### config.mk
export PLATFORM = sky130hd
export DESIGN_NAME = chip_host_driver
export DESIGN_NICKNAME = d
export VERILOG_FILES = /design/src/rtl/chip_host_driver.sv
export SDC_FILE = /design/constraint.sdc
export NUM_CORES = 1
export LEC_CHECK = 0
export ABC_AREA = 1
export CAP_MARGIN = 20
export CORE_MARGIN = 5
export CORE_UTILIZATION = 56
export CTS_BUF_LIST = sky130_fd_sc_hd__clkbuf_2
export DETAILED_ROUTE_END_ITERATION = 16
export PLACE_DENSITY = 0.77
export SLEW_MARGIN = 20
export SYNTH_ARGS = -nofsm -noshare
export SYNTH_HDL_FRONTEND = slang
export SYNTH_SLANG_ARGS = --single-unit
### constraint.sdc
create_clock -name clk -period 1.8 [get_ports clk]
set_input_delay 0.18 -clock clk [delete_from_list [all_inputs] [get_ports clk]]
set_output_delay 0.18 -clock clk [all_outputs]
set_load 0.005 [all_outputs]
### src/rtl/chip_host_driver.sv
// Host-side driver for the 12-pin chip: streams a stored program onto io_in,
// then watches io_out for the end-of-run register dump and captures it.
//
// state       | meaning
// ------------+---------------------------------------------------------
// S_IDLE      | program memory writable, waiting for start
// S_SEND      | streaming program words, each followed by GAP fill slots
// S_WAIT_DUMP | watching io_out for a dump start, timeout counter running
// S_CAPTURE   | collecting reg1..reg7 of the dump in order
// S_DONE      | captures frozen for readback, waiting for a re-run start
module chip_host_driver #(
    parameter int          PROG_DEPTH = 16,
    parameter int          GAP        = 0,
    parameter logic [11:0] FILL       = 12'hE00,
    parameter int          TIMEOUT    = 255
) (
    input  logic                            clk,
    input  logic                            rst_n,
    input  logic                            prog_we,
    input  logic [$clog2(PROG_DEPTH)-1:0]   prog_addr,
    input  logic [11:0]                     prog_data,
    input  logic [$clog2(PROG_DEPTH):0]     prog_len,
    input  logic                            start,
    output logic [11:0]                     chip_io_in,
    input  logic [11:0]                     chip_io_out,
    output logic                            busy,
    output logic                            done,
    output logic                            timeout,
    output logic                            proto_err,
    output logic [5:0]                      final_cycles,
    input  logic [2:0]                      dump_rd_addr,
    output logic [2:0]                      dump_rd_data
);

    localparam int AW = $clog2(PROG_DEPTH);
    localparam int LW = AW + 1;
    localparam int GW = (GAP < 1) ? 1 : $clog2(GAP + 1);
    localparam logic [GW-1:0] GAP_LD = GW'(GAP);
    localparam logic [7:0]    TMR_LD = 8'(TIMEOUT - 1);

    typedef enum logic [2:0] {
        S_IDLE,
        S_SEND,
        S_WAIT_DUMP,
        S_CAPTURE,
        S_DONE
    } state_t;

    state_t state, state_next;

    logic [11:0]   mem [PROG_DEPTH];
    logic [LW-1:0] len_q;
    logic [LW-1:0] idx_q;
    logic [GW-1:0] slot_q;
    logic [7:0]    tmr_q;
    logic [5:0]    prev_cyc_q;
    logic          prev_vld_q;
    logic [2:0]    expect_q;
    logic [5:0]    cyc_q;
    logic [2:0]    reg_q [8];
    logic          timeout_q;
    logic          proto_err_q;

    logic [5:0] io_cyc;
    logic [2:0] io_addr;
    logic [2:0] io_data;
    logic       start_ok;
    logic       slot_tc;
    logic       last_word;
    logic       dump_start;
    logic       cap_ok;
    logic       tmr_tc;

    assign io_cyc  = chip_io_out[11:6];
    assign io_addr = chip_io_out[5:3];
    assign io_data = chip_io_out[2:0];

    assign start_ok   = start && (state == S_IDLE || state == S_DONE);
    assign slot_tc    = (slot_q == '0);
    assign last_word  = ((idx_q + LW'(1)) == len_q);
    // A wrapping cycle field (63 -> 0) never compares equal, so it cannot fake a dump start.
    assign dump_start = prev_vld_q && (prev_cyc_q == io_cyc) && (io_addr == 3'd0);
    assign cap_ok     = (io_addr == expect_q) && (io_cyc == cyc_q);
    assign tmr_tc     = (tmr_q == 8'd0);

    always_ff @(posedge clk) begin
        if (prog_we && state == S_IDLE) begin
            mem[prog_addr] <= prog_data;
        end
    end

    always_ff @(posedge clk or negedge rst_n) begin
        if (!rst_n) begin
            state <= S_IDLE;
        end else begin
            state <= state_next;
        end
    end

    always_comb begin
        state_next = state;
        chip_io_in = FILL;
        case (state)
            S_IDLE, S_DONE: begin
                if (start_ok) begin
                    state_next = (prog_len == '0) ? S_WAIT_DUMP : S_SEND;
                end
            end
            S_SEND: begin
                if (slot_q == GAP_LD) begin
                    chip_io_in = mem[idx_q[AW-1:0]];
                end
                if (slot_tc && last_word) begin
                    state_next = S_WAIT_DUMP;
                end
            end
            S_WAIT_DUMP: begin
                if (dump_start) begin
                    state_next = S_CAPTURE;
                end else if (tmr_tc) begin
                    state_next = S_DONE;
                end
            end
            S_CAPTURE: begin
                if (!cap_ok) begin
                    state_next = S_WAIT_DUMP;
                end else if (expect_q == 3'd7) begin
                    state_next = S_DONE;
                end
            end
            default: begin
                state_next = S_IDLE;
            end
        endcase
    end

    always_ff @(posedge clk or negedge rst_n) begin
        if (!rst_n) begin
            len_q       <= '0;
            idx_q       <= '0;
            slot_q      <= '0;
            tmr_q       <= '0;
            prev_cyc_q  <= '0;
            prev_vld_q  <= 1'b0;
            expect_q    <= '0;
            cyc_q       <= '0;
            timeout_q   <= 1'b0;
            proto_err_q <= 1'b0;
            for (int i = 0; i < 8; i++) begin
                reg_q[i] <= '0;
            end
        end else begin
            prev_cyc_q <= io_cyc;
            // The first sample after entering WAIT_DUMP has no valid predecessor.
            prev_vld_q <= (state == S_WAIT_DUMP);

            case (state)
                S_IDLE, S_DONE: begin
                    if (start_ok) begin
                        len_q       <= prog_len;
                        idx_q       <= '0;
                        slot_q      <= GAP_LD;
                        timeout_q   <= 1'b0;
                        proto_err_q <= 1'b0;
                        cyc_q       <= '0;
                        for (int i = 0; i < 8; i++) begin
                            reg_q[i] <= '0;
                        end
                    end
                end
                S_SEND: begin
                    if (slot_tc) begin
                        slot_q <= GAP_LD;
                        idx_q  <= idx_q + LW'(1);
                    end else begin
                        slot_q <= slot_q - GW'(1);
                    end
                end
                S_WAIT_DUMP: begin
                    if (dump_start) begin
                        reg_q[0] <= io_data;
                        cyc_q    <= io_cyc;
                        expect_q <= 3'd1;
                    end else if (tmr_tc) begin
                        timeout_q <= 1'b1;
                    end
                end
                S_CAPTURE: begin
                    if (cap_ok) begin
                        reg_q[expect_q] <= io_data;
                        expect_q        <= expect_q + 3'd1;
                    end else begin
                        proto_err_q <= 1'b1;
                    end
                end
                default: begin
                end
            endcase

            if (state_next == S_WAIT_DUMP && state != S_WAIT_DUMP) begin
                tmr_q <= TMR_LD;
            end else if (state == S_WAIT_DUMP && !tmr_tc) begin
                tmr_q <= tmr_q - 8'd1;
            end
        end
    end

    assign busy         = (state == S_SEND) || (state == S_WAIT_DUMP) || (state == S_CAPTURE);
    assign done         = (state == S_DONE);
    assign timeout      = timeout_q;
    assign proto_err    = proto_err_q;
    assign final_cycles = cyc_q;
    assign dump_rd_data = reg_q[dump_rd_addr];

endmodule

# Yosys cells after proc, flatten, opt, wreduce, memory -nomap -nowiden
# Memories as Yosys holds them, arrays and structs flattened.
# Index checks and enable logic that the tools add are counted.
op_classes:
  n_eq_ne: 18
  reduce_logical: 33
  add_sub_neg: 4
  n_bitwise: 3
  mux: 42
  order_cmp: 3
ops:
  columns: ["cell", "n"]
  rows:
  - ["$mux W24", 2]
  - ["$pmux W21 S2", 1]
  - ["$mux W3", 12]
  - ["$bwmux W24", 1]
  - ["$mux W12", 2]
  - ["$mux W8", 2]
  - ["$reduce_and A3 Y1", 5]
  - ["$ne A2 B2 Y1 const B", 7]
  - ["$eq A6 B6 Y1", 2]
  - ["$mux W6", 2]
  - ["$pmux W3 S4", 1]
  - ["$pmux W6 S2", 1]
  - ["$mux W5", 2]
  - ["$pmux W5 S2", 1]
  - ["$reduce_bool A2 Y1", 5]
  - ["$bmux W3 S3", 1]
  - ["$demux W3 S3", 1]
  - ["$eq A3 B2 Y1 const B", 3]
  - ["$logic_and A1 B1 Y1", 9]
  - ["$pmux W3 S3", 1]
  - ["$ge A4 B4 Y1 const B", 2]
  - ["$logic_not A8 Y1", 1]
  - ["$not A3 Y4", 2]
  - ["$reduce_and A4 Y1", 2]
  - ["22 further kinds", 35]
word_totals:
  memories: 1
  wordCells: 123
  out_inout_bits: 25
  reg_bits: 64
  ramBits: 192
  inputBits: 40
mem_list:
  columns: ["name", "depth", "width", "rd", "rd_ports_with_merged_regs", "write_ports", "line_no", "rtl"]
  rows:
  - ["mem", 16, 12, 1, 0, 1, "51", "logic [11:0] mem [PROG_DEPTH];"]

# Logic depth before layout (Yosys ltp)
# Gate-level depths: netlist (run 1).
logic_depth:
  ltp_word: 8
  ltp_mapped: 13
  ltp_nobuf: 13

# Least setup slack after synthesis (run 1)
# OpenSTA, ideal clock, no wires.
synth_timing:
  path_type: "register to register"
  start: "register state[1]"
  end: "memory mem[0][0] (enable)"
  path_stages_with_launch: 6
  path_slack_ps: -57
  synth_period_minus_slack_ps: 1857
  n_path_buf: 0
  setup_ps: 380
  arrival_ps: 1476
  required_ps: 1420
  cell_sequence: "dfrtp_1 > nor2_1 > inv_2 > nor2_1 > nand3_1 > nor2_1"
synth_via:
  elab_chain_len: 4
synth_lines:
  columns: ["item", "line_no", "rtl"]
  rows:
  - ["from (decl)", "49", "state_t state, state_next;"]
  - ["from (signal assigned)", "96", "state <= state_next;"]
  - ["$logic_not A3 Y1", "87", "if (prog_we && state == S_IDLE) begin"]
  - ["$logic_and A1 B1 Y1", "87", null]
  - ["$mux W1", "87", null]
  - ["$mux W1 (not written as such)", "88", "mem[prog_addr] <= prog_data;"]
  - ["to (decl)", "51", null]
# Every way passes these cells.

# Final worst setup path (run 1)
layout_timing:
  start: "register idx_q[0]"
  end: "output chip_io_in[1]"
layout_via:
  elab_chain_len: 3
layout_lines:
  columns: ["item", "line_no", "rtl"]
  rows:
  - ["from (decl)", "53", "logic [LW-1:0] idx_q;"]
  - ["from (signal assigned)", "174", "idx_q <= idx_q + LW'(1);"]
  - ["$mem_v2 Z16 W12", null, null]
  - ["$mux W12", "110", "if (slot_q == GAP_LD) begin"]
  - ["$mux W12", "103", "case (state)"]
  - ["to (decl)", "24", "output logic [11:0] chip_io_in,"]
# Every way passes these cells.

==> reports/results.txt, run 1 <==
Min-Delay Endpoint -> reg_q[21]
worst hold margin -> 0.0737 ns
worst hold path cell count -> 5
clk slew on worst S/H paths -> 0.11 ns
WP data required -> 1.62 ns
Max Cap Viol -> 0
CP arrival -> 2.62 ns
final setup margin -> -0.998 ns
largest net degree at the start of global routing -> 64
vias in the first global route -> 9300
Fin Clk Skew -> 0.120 ns
DR vias -> 9271
top cells by area, synth -> edfxtp_1, dfrtp_1, o21ai_0, nor2_1, nand2_1
reg-to-reg slack, setup -> -0.51 ns
max-slew violations -> 0
initial core utilization -> 56.9%
CTS tree -> done
f_max -> 0.357 GHz
area leader, netlist -> edfxtp_1
area delta synth->final -> 34.0%
post-synthesis sequential area ratio -> 66.1%
min Tclk post-route -> 2.80 ns
min-delay src -> chip_io_out[0]
Mapped Area -> 0.0111 sq mm
Die ar. -> 0.0228 sq mm
DRC viols -> 0
die width -> 151 um
row cnt -> 51
Clock Sinks -> 255
pwr dens -> 1230 mW/mm^2
GR Overflow Total -> 0
Crit. End Element -> primary output
Total GRT Usage -> 28.1%
Synthesis Warnings -> 0
initial drt markers -> 903
Pleak -> 5.71 nW
Final #Nets -> 1291
cts bufs inserted -> 61
RSZ-0062 raised after global routing -> true
Rel. slew slack -> 51.5%
drt first pass iters -> 5
worst ir drop on vdd -> 820 uV
die span in y -> 151 um
CP startpoint kind -> flip-flop
reg2reg path depth -> 12
fin util -> 76.3%
failing checks -> negative setup slack
GPL Wtd Cong -> 0.878
Reg-to-Reg End -> mem[3][9]
top cell type's share of synthesized area -> 51.9%
RR Startpoint -> state[0]
root buf cell -> clkbuf_2
antenna viol nets, final -> 0
EDFF count, synth -> 192
status -> finished, violations left
I/O Pins -> 65
Tcrit/Tclk final -> 155%
final setup fails -> 259
initial antenna violation count -> 1
fraction of registers with async set/reset -> 24.7%
worst-path maximum fanout -> 7
Yosys cell types -> 40
PortBufs -> 64
TNS Setup -> -90.88 ns
slew at the pin closest to its max-slew limit -> 0.725 ns
hpwl dp -> 18600 um
Synth Register Bits -> 255
Fill cells -> 1163
CP Class -> reg -> out
H-tree levels -> 2
top cells by count, synth -> edfxtp_1, nor2_1, o21ai_0
Hold Crit Class -> in -> reg
DR WL/cell -> 21.1 um
final hold vios -> 0
pre-CTS setup slack -> -0.442 ns
Mean Syn Cell Area -> 11.3 sq um
final WL -> 32900 um
Max clock buf depth -> 3
Clk Latency, worst-skew pair -> 0.90 ns
core area -> 0.0195 sq mm
first-pass GRT wire length -> 49200 um
share of cells above drive strength 1 -> 35.2%
Synth Net Count -> 1028
Vias per Instance -> 5.94
Syn Inst Count -> 983
Most used DFF post-synth -> edfxtp_1
count leader, synth -> edfxtp_1
## power by group
part	switching [mW]	internal [mW]	total (mW)
Clock	2.42	1.39	3.81
Sequential	0.262	6.66	6.92
Combinational	4.35	3.32	7.67
## cell families after synthesis
group	synth area share, %
buffers and inverters	4.35
and+or+nand+nor	14.8
adders and majority gates	0.563
AOI/OAI and AO/OA	13.0
DFF	66.1
xor gates and xnor gates	1.18
## per-stage QoR
| step | area [sq um] | instances | total power [mW] |
|---|---|---|---|
| global placement | 12900 | 1385 | 12.6 |
| global route | 14900 | 1562 | 19.3 |
| finish | 14900 | 1562 | 18.4 |
| floorplan | 11100 | 983 | 10.3 |
| CTS | 14500 | 1552 | 17.5 |
| detailed placement | 12900 | 1385 | 12.8 |
## repair_timing
action,CTS,global route
cloned,8,1
resized for setup,272,111
pin swaps,71,70
endpoints found under the hold margin,80,0
setup endpoints to repair,228,245
setup buffers,33,17
hold buffers,15,0
## final cells by class
cell class | instances | area (sq um) | share of cell area (%)
clock inverters | 23 | 114 | 0.764
inverters | 65 | 268 | 1.80
well taps | 265 | 332 | 2.23
repair buffers | 245 | 2470 | 16.6
flip-flops and latches | 255 | 7340 | 49.3
repair inverters | 1 | 6.26 | 0.0420
clock buffers | 90 | 450 | 3.02
diodes | 1 | 2.50 | 0.0168
multi-input cells | 617 | 3910 | 26.2
## worst max-delay path by stage
stage               startpoint       endpoint  cells past startpoint
finish                idx_q[0]  chip_io_in[1]                      8
global route          idx_q[0]  chip_io_in[1]                      8
CTS                   idx_q[0]  chip_io_in[0]                      8
detailed placement    idx_q[0]  chip_io_in[1]                      7
global placement      idx_q[0]  chip_io_in[7]                      7
floorplan             state[1]      mem[0][0]                      5
## critical path, cell delays in order (launching register included)
cell	delay (ns)
dfrtp_2	0.53
buf_8	0.16
buf_8	0.12
buf_12	0.13
o21ai_2	0.07
o221ai_1	0.18
nand3_1	0.14
a21oi_2	0.22
buf_2	0.16
## flip-flops by register name, indices dropped and copies added (netlist names)
| register | cells |
|---|---|
| proto_err | 1 |
| idx_q | 5 |
| expect_q | 3 |
| timeout | 1 |
| reg_q | 24 |
| tmr_q | 8 |
| prev_cyc_q | 6 |
| final_cycles | 6 |
| prev_vld_q | 1 |
| state | 3 |
| mem | 192 |
| len_q | 5 |
## layout by cell type, fill, tap and decap left out, types with 8 or more instances in the layout
master	Yosys	final
nand2_1	107	103
o22ai_1	21	14
o21ai_0	116	66
inv_1	47	45
xnor2_1	10	10
dfrtp_1	63	61
clkinv_1	0	16
edfxtp_1	192	192
nor2_4	4	25
buf_8	0	17
o221ai_2	0	9
nor2_2	4	16
nand2_2	11	12
buf_6	3	47
o21ai_2	2	40
o221ai_1	34	25
clkbuf_2	0	91
a21oi_2	2	11
nor2_1	143	110
nand3_4	5	9
buf_12	1	15
o211ai_1	14	14
nor3_1	9	9
clkdlybuf4s50_1	0	38
o21ai_1	39	47
a21oi_1	17	8
buf_2	13	18
buf_4	1	85
nand3_1	41	36
inv_2	16	14
dlygate4sd3_1	0	15
## per-layer routing
metal	vias up	share of wire [%]	track usage, %
met5	-	0	0
met1	4438	36	34.0
li1	4116	-	-
met2	578	51	48.6
met3	139	8.6	5.80
met4	0	4.8	13.0
No activity file was read; power rests on OpenSTA's default activity.
==> inputs of run 2 (changes only) <==
--- a/config.mk
+++ b/config.mk
@@ -12,6 +12,7 @@
 export CTS_BUF_LIST = sky130_fd_sc_hd__clkbuf_2
 export DETAILED_ROUTE_END_ITERATION = 16
 export PLACE_DENSITY = 0.77
+export SKIP_LAST_GASP = 1
 export SLEW_MARGIN = 20
 export SYNTH_ARGS = -nofsm -noshare
 export SYNTH_HDL_FRONTEND = slang
==> run 2 against run 1 <==
  * First-iteration DRC count decreased by 0.55%
  * Non-clock buffer count rose by 1
  * Sequential power about the same
  * Clock power hardly changed
  * Clock skew is 0.015 ns higher
  * Largest power group unchanged
  * The run still ends with negative setup slack left
  * Via count grew 0.46%
==> reports/results.txt, run 2 (same netlist as run 1, synthesis figures left out) <==
status -> finished, violations left
failing checks -> negative setup slack
GR Overflow Total -> 0
CP startpoint kind -> flip-flop
row cnt -> 51
min Tclk post-route -> 2.80 ns
pwr dens -> 1240 mW/mm^2
drt first pass iters -> 8
Most flops, register -> mem
cts bufs inserted -> 61
area delta synth->final -> 34.8%
reg-to-reg slack, setup -> -0.40 ns
Total GRT Usage -> 27.9%
DR WL/cell -> 21.6 um
Die ar. -> 0.0228 sq mm
max reg flops -> 192
initial drt markers -> 898
worst ir drop on vdd -> 847 uV
clk slew on worst S/H paths -> 0.10 ns
combinational share of power -> 41.9%
Crit. End Element -> primary output
Clk Latency, worst-skew pair -> 0.91 ns
GPL Wtd Cong -> 0.878
vias in the first global route -> 9109
Pleak -> 5.73 nW
PortBufs -> 64
max-slew violations -> 0
initial core utilization -> 56.9%
Max Cap Viol -> 0
final WL -> 33800 um
Fill cells -> 1158
CP endpoint -> chip_io_in[1]
Rel. slew slack -> 49.8%
CP Class -> reg -> out
I/O Pins -> 65
final hold vios -> 0
final setup fails -> 238
RR Startpoint -> state[0]
Vias per Instance -> 5.96
DR vias -> 9314
commonest non-fill, non-tap cell in the layout -> edfxtp_1
Final #Nets -> 1292
CP arrival -> 2.62 ns
share of cells above drive strength 1 -> 36.0%
Fin Clk Skew -> 0.135 ns
initial antenna violation count -> 1
worst-path maximum fanout -> 7
Crit. Startpoint -> idx_q[0]
f_max -> 0.357 GHz
dpl cells -> 1385
antenna viol nets, final -> 0
proportion of power drawn by flip-flops and latches -> 37.3%
worst hold margin -> 0.0734 ns
Reg-to-Reg End -> mem[3][9]
first-pass GRT wire length -> 48700 um
Sw Pwr -> 7.14 mW
core area -> 0.0195 sq mm
Clock Sinks -> 255
slew at the pin closest to its max-slew limit -> 0.750 ns
hpwl dp -> 18600 um
Tcrit/Tclk final -> 156%
die span in y -> 151 um
Max clock buf depth -> 3
DRC viols -> 0
Top Registers -> mem: 192 flops, reg_q: 24 flops, tmr_q: 8 flops
root buf cell -> clkbuf_2
TNS Setup -> -61.81 ns
Hold Crit Class -> in -> reg
commonest cells after routing, fill and taps aside -> edfxtp_1, nor2_1, nand2_1, clkbuf_2, buf_4
internal cell power -> 11.4 mW
CTS tree -> done
Sw Share -> 38.5%
Post-Layout Cell Count -> 1563
Clock power frac -> 20.7%
die width -> 151 um
largest net degree at the start of global routing -> 64
WP data required -> 1.62 ns
final setup margin -> -1.00 ns
RSZ-0062 raised after global routing -> true
fin util -> 76.7%
H-tree levels -> 2
reg2reg path depth -> 11
[run 2: changes by cell type in the layout (fill, tap and decap cells not counted), sizes merged]
cell           previous run  this run
buf                     184       185
clkdlybuf4s15             6         7
dlygate4sd2               1         0
[run 2: repair_timing]
action                     CTS  global route
hold endpoints to repair    80             0
resized for setup          256           139
hold buffers                15             0
buffers inserted            33            19
setup endpoints to repair  228           251
pin swaps                   69            75
gates cloned                 8             1
[run 2: through the flow]
stage	setup slack, ns	total power, mW	cell area, sq um
final	-1.00	18.5	15000
after global routing	-1.17	19.4	15000
after CTS	-0.979	17.5	14400
after detailed placement	-0.442	12.8	12900
after global placement	-0.336	12.6	12900
after floorplan	-0.0568	10.3	11100
[run 2: cell type report]
| cell class | count | area [sq um] | area share (%) |
|---|---|---|---|
| diodes | 1 | 2.50 | 0.0167 |
| clock buffers | 90 | 450 | 3.01 |
| repair buffers | 246 | 2480 | 16.6 |
| inverters | 65 | 265 | 1.77 |
| flip-flops and latches | 255 | 7350 | 49.0 |
| repair inverters | 1 | 6.26 | 0.0417 |
| well taps | 265 | 332 | 2.21 |
| multi-input cells | 617 | 3990 | 26.6 |
| clock inverters | 23 | 114 | 0.760 |
[run 2: worst min-delay path by stage]
stage | start | endpoint | slack (ns) | cells past startpoint
floorplan | rst_n | expect_q[0] | -0.12 | 0
detailed placement | rst_n | reg_q[17] | 0.22 | 2
CTS | chip_io_out[2] | reg_q[8] | 0.002 | 3
global route | chip_io_out[2] | reg_q[2] | 0.06 | 3
finish | chip_io_out[0] | reg_q[21] | 0.07 | 5
global placement | rst_n | reg_q[15] | 0.22 | 2
[run 2: routing by layer]
layer	share of wire, %	vias to the layer above	global-route usage, %
li1	-	4114	-
met1	36	4530	33.2
met2	51	540	47.4
met3	9.1	130	7.12
met4	4.6	0	13.9
met5	0	-	0
[run 2: worst max-delay path: stages (launching register included)]
cell and delay [ns]:
dfrtp_2 0.51, buf_8 0.16, buf_8 0.13, buf_12 0.14
o21ai_4 0.14, o22ai_2 0.11, o211ai_1 0.28, a21oi_4 0.12
buf_6 0.14
[run 2: power groups by stage]
stage | registers [mW] | clock network, mW | logic, mW
after floorplan | 6.94 | 0 | 3.33
after global placement | 6.99 | 0 | 5.59
after detailed placement | 7.00 | 0 | 5.76
after CTS | 6.90 | 3.78 | 6.77
after global routing | 6.95 | 4.23 | 8.23
final | 6.92 | 3.84 | 7.77
==> inputs of run 3 (changes only) <==
--- a/config.mk
+++ b/config.mk
@@ -12,6 +12,7 @@
 export CTS_BUF_LIST = sky130_fd_sc_hd__clkbuf_2
 export DETAILED_ROUTE_END_ITERATION = 16
 export PLACE_DENSITY = 0.77
+export SETUP_SLACK_MARGIN = 0.02
 export SKIP_LAST_GASP = 1
 export SLEW_MARGIN = 20
 export SYNTH_ARGS = -nofsm -noshare
==> run 3 against run 2 <==
  * The run still ends with negative setup slack left
  * Via count down 1.3%
  * Highest routed layer unchanged
  * Utilization fell by 0.47 points
  * Largest power group unchanged
  * Combinational power decreased by 3%
  * Worst hold slack improved by 0.018 ns
  * Clock power is essentially flat
==> reports/results.txt, run 3 (same netlist as run 1, synthesis figures left out) <==
status -> finished, violations left
failing checks -> negative setup slack
largest net degree at the start of global routing -> 64
hpwl dp -> 18600 um
first-pass GRT wire length -> 48300 um
initial drt markers -> 1017
Rel. slew slack -> 51.9%
DR vias -> 9190
Tcrit/Tclk final -> 159%
worst ir drop on vdd -> 776 uV
RSZ-0062 raised after global routing -> true
GR Overflow Total -> 0
GPL Wtd Cong -> 0.878
die span in y -> 151 um
worst-path maximum fanout -> 7
Pleak -> 5.73 nW
H-tree levels -> 2
DR WL/cell -> 20.9 um
Final #Nets -> 1295
Clk Latency, worst-skew pair -> 0.89 ns
DRC viols -> 0
slew at the pin closest to its max-slew limit -> 0.719 ns
initial antenna violation count -> 1
Top Registers -> mem: 192 flops, reg_q: 24 flops, tmr_q: 8 flops
commonest cells after routing, fill and taps aside -> edfxtp_1, nor2_1, nand2_1, buf_4, clkbuf_2
Max clock buf depth -> 3
Vias per Instance -> 5.87
antenna viol nets, final -> 0
max reg flops -> 192
CTS tree -> done
area of the multi-input gates -> 0.00391 sq mm
final WL -> 32800 um
max-slew violations -> 0
die width -> 151 um
final instance area -> 0.0149 sq mm
area delta synth->final -> 34.0%
Most flops, register -> mem
CP Class -> reg -> out
row cnt -> 51
Hold Crit Class -> in -> reg
Fill cells -> 1171
commonest non-fill, non-tap cell in the layout -> edfxtp_1
core area -> 0.0195 sq mm
Crit. End Element -> primary output
TNS Setup -> -84.77 ns
root buf cell -> clkbuf_2
final setup margin -> -1.06 ns
CP arrival -> 2.68 ns
pwr dens -> 1230 mW/mm^2
initial core utilization -> 56.9%
I/O Pins -> 65
vias in the first global route -> 9077
Die ar. -> 0.0228 sq mm
Fin Clk Skew -> 0.131 ns
cts bufs inserted -> 61
drt first pass iters -> 5
final hold vios -> 0
Clock Sinks -> 255
share of cells above drive strength 1 -> 35.5%
WP data required -> 1.62 ns
f_max -> 0.350 GHz
Placement Cell Area -> 0.0129 sq mm
PortBufs -> 64
CP startpoint kind -> flip-flop
FF+latch area -> 0.00734 sq mm
Max Cap Viol -> 0
final setup fails -> 246
Total GRT Usage -> 27.6%
clk slew on worst S/H paths -> 0.10 ns
min Tclk post-route -> 2.86 ns
## run 3: cell type report
type / count / area share [%]
clock buffer: 90 / 3.02
timing repair buffer: 249 / 16.6
multi-input combinational: 617 / 26.3
inverter: 65 / 1.78
timing repair inverter: 1 / 0.0420
sequential: 255 / 49.3
tap: 265 / 2.23
clock inverter: 23 / 0.764
antenna: 1 / 0.0168
## run 3: power breakdown
| part | switching [mW] | total, mW | internal [mW] | leakage, nW |
|---|---|---|---|---|
| registers | 0.260 | 6.91 | 6.65 | 2.52 |
| logic | 4.30 | 7.57 | 3.27 | 2.78 |
| clock network | 2.44 | 3.83 | 1.39 | 0.430 |
## run 3: worst paths after layout
check,startpoint,depth (start not counted),slack [ns],to
setup / recovery,idx_q[0],8,-1.06,chip_io_in[1]
max in group asynchronous,rst_n,4,1.00,reg_q[6]
hold reg to reg,reg_q[15],2,0.50,reg_q[15]
min in group asynchronous,rst_n,4,0.42,reg_q[19]
hold / removal,chip_io_out[0],5,0.09,reg_q[21]
setup reg to reg,state[0],12,-0.51,mem[3][9]
## run 3: worst max-delay path, cell delays in order, from the launching register on
cell and delay, ns:
dfrtp_2 0.52, buf_8 0.16, buf_8 0.13, buf_12 0.14
o21ai_2 0.07, o221ai_2 0.20, nand3_1 0.16, a21oi_2 0.25
buf_2 0.17
## run 3: per-layer routing
layer	wire (um)	GRT usage, %
met5	0	0
met4	1160	11.5
met3	2900	5.75
met2	16700	47.4
met1	12000	34.2
## run 3: metrics by stage
step	cells	util, %	hold slack, ns	total power, mW	setup WS, ns
after floorplan	983	-	-0.116	10.3	-0.0568
after detailed placement	1385	66.0	0.218	12.8	-0.442
after global routing	1566	76.3	0.0731	19.2	-1.18
after CTS	1553	73.9	0.00174	17.4	-0.979
after global placement	1385	66.0	0.216	12.6	-0.336
final	1566	76.3	0.0910	18.3	-1.06
## run 3: what timing repair did
action	4_1_cts	5_1_grt
setup buffers	34	19
pin swaps	69	72
gates resized for setup	256	119
setup endpoints to repair	236	248
endpoints found under the hold margin	80	0
cloned	8	1
hold buffers	15	0
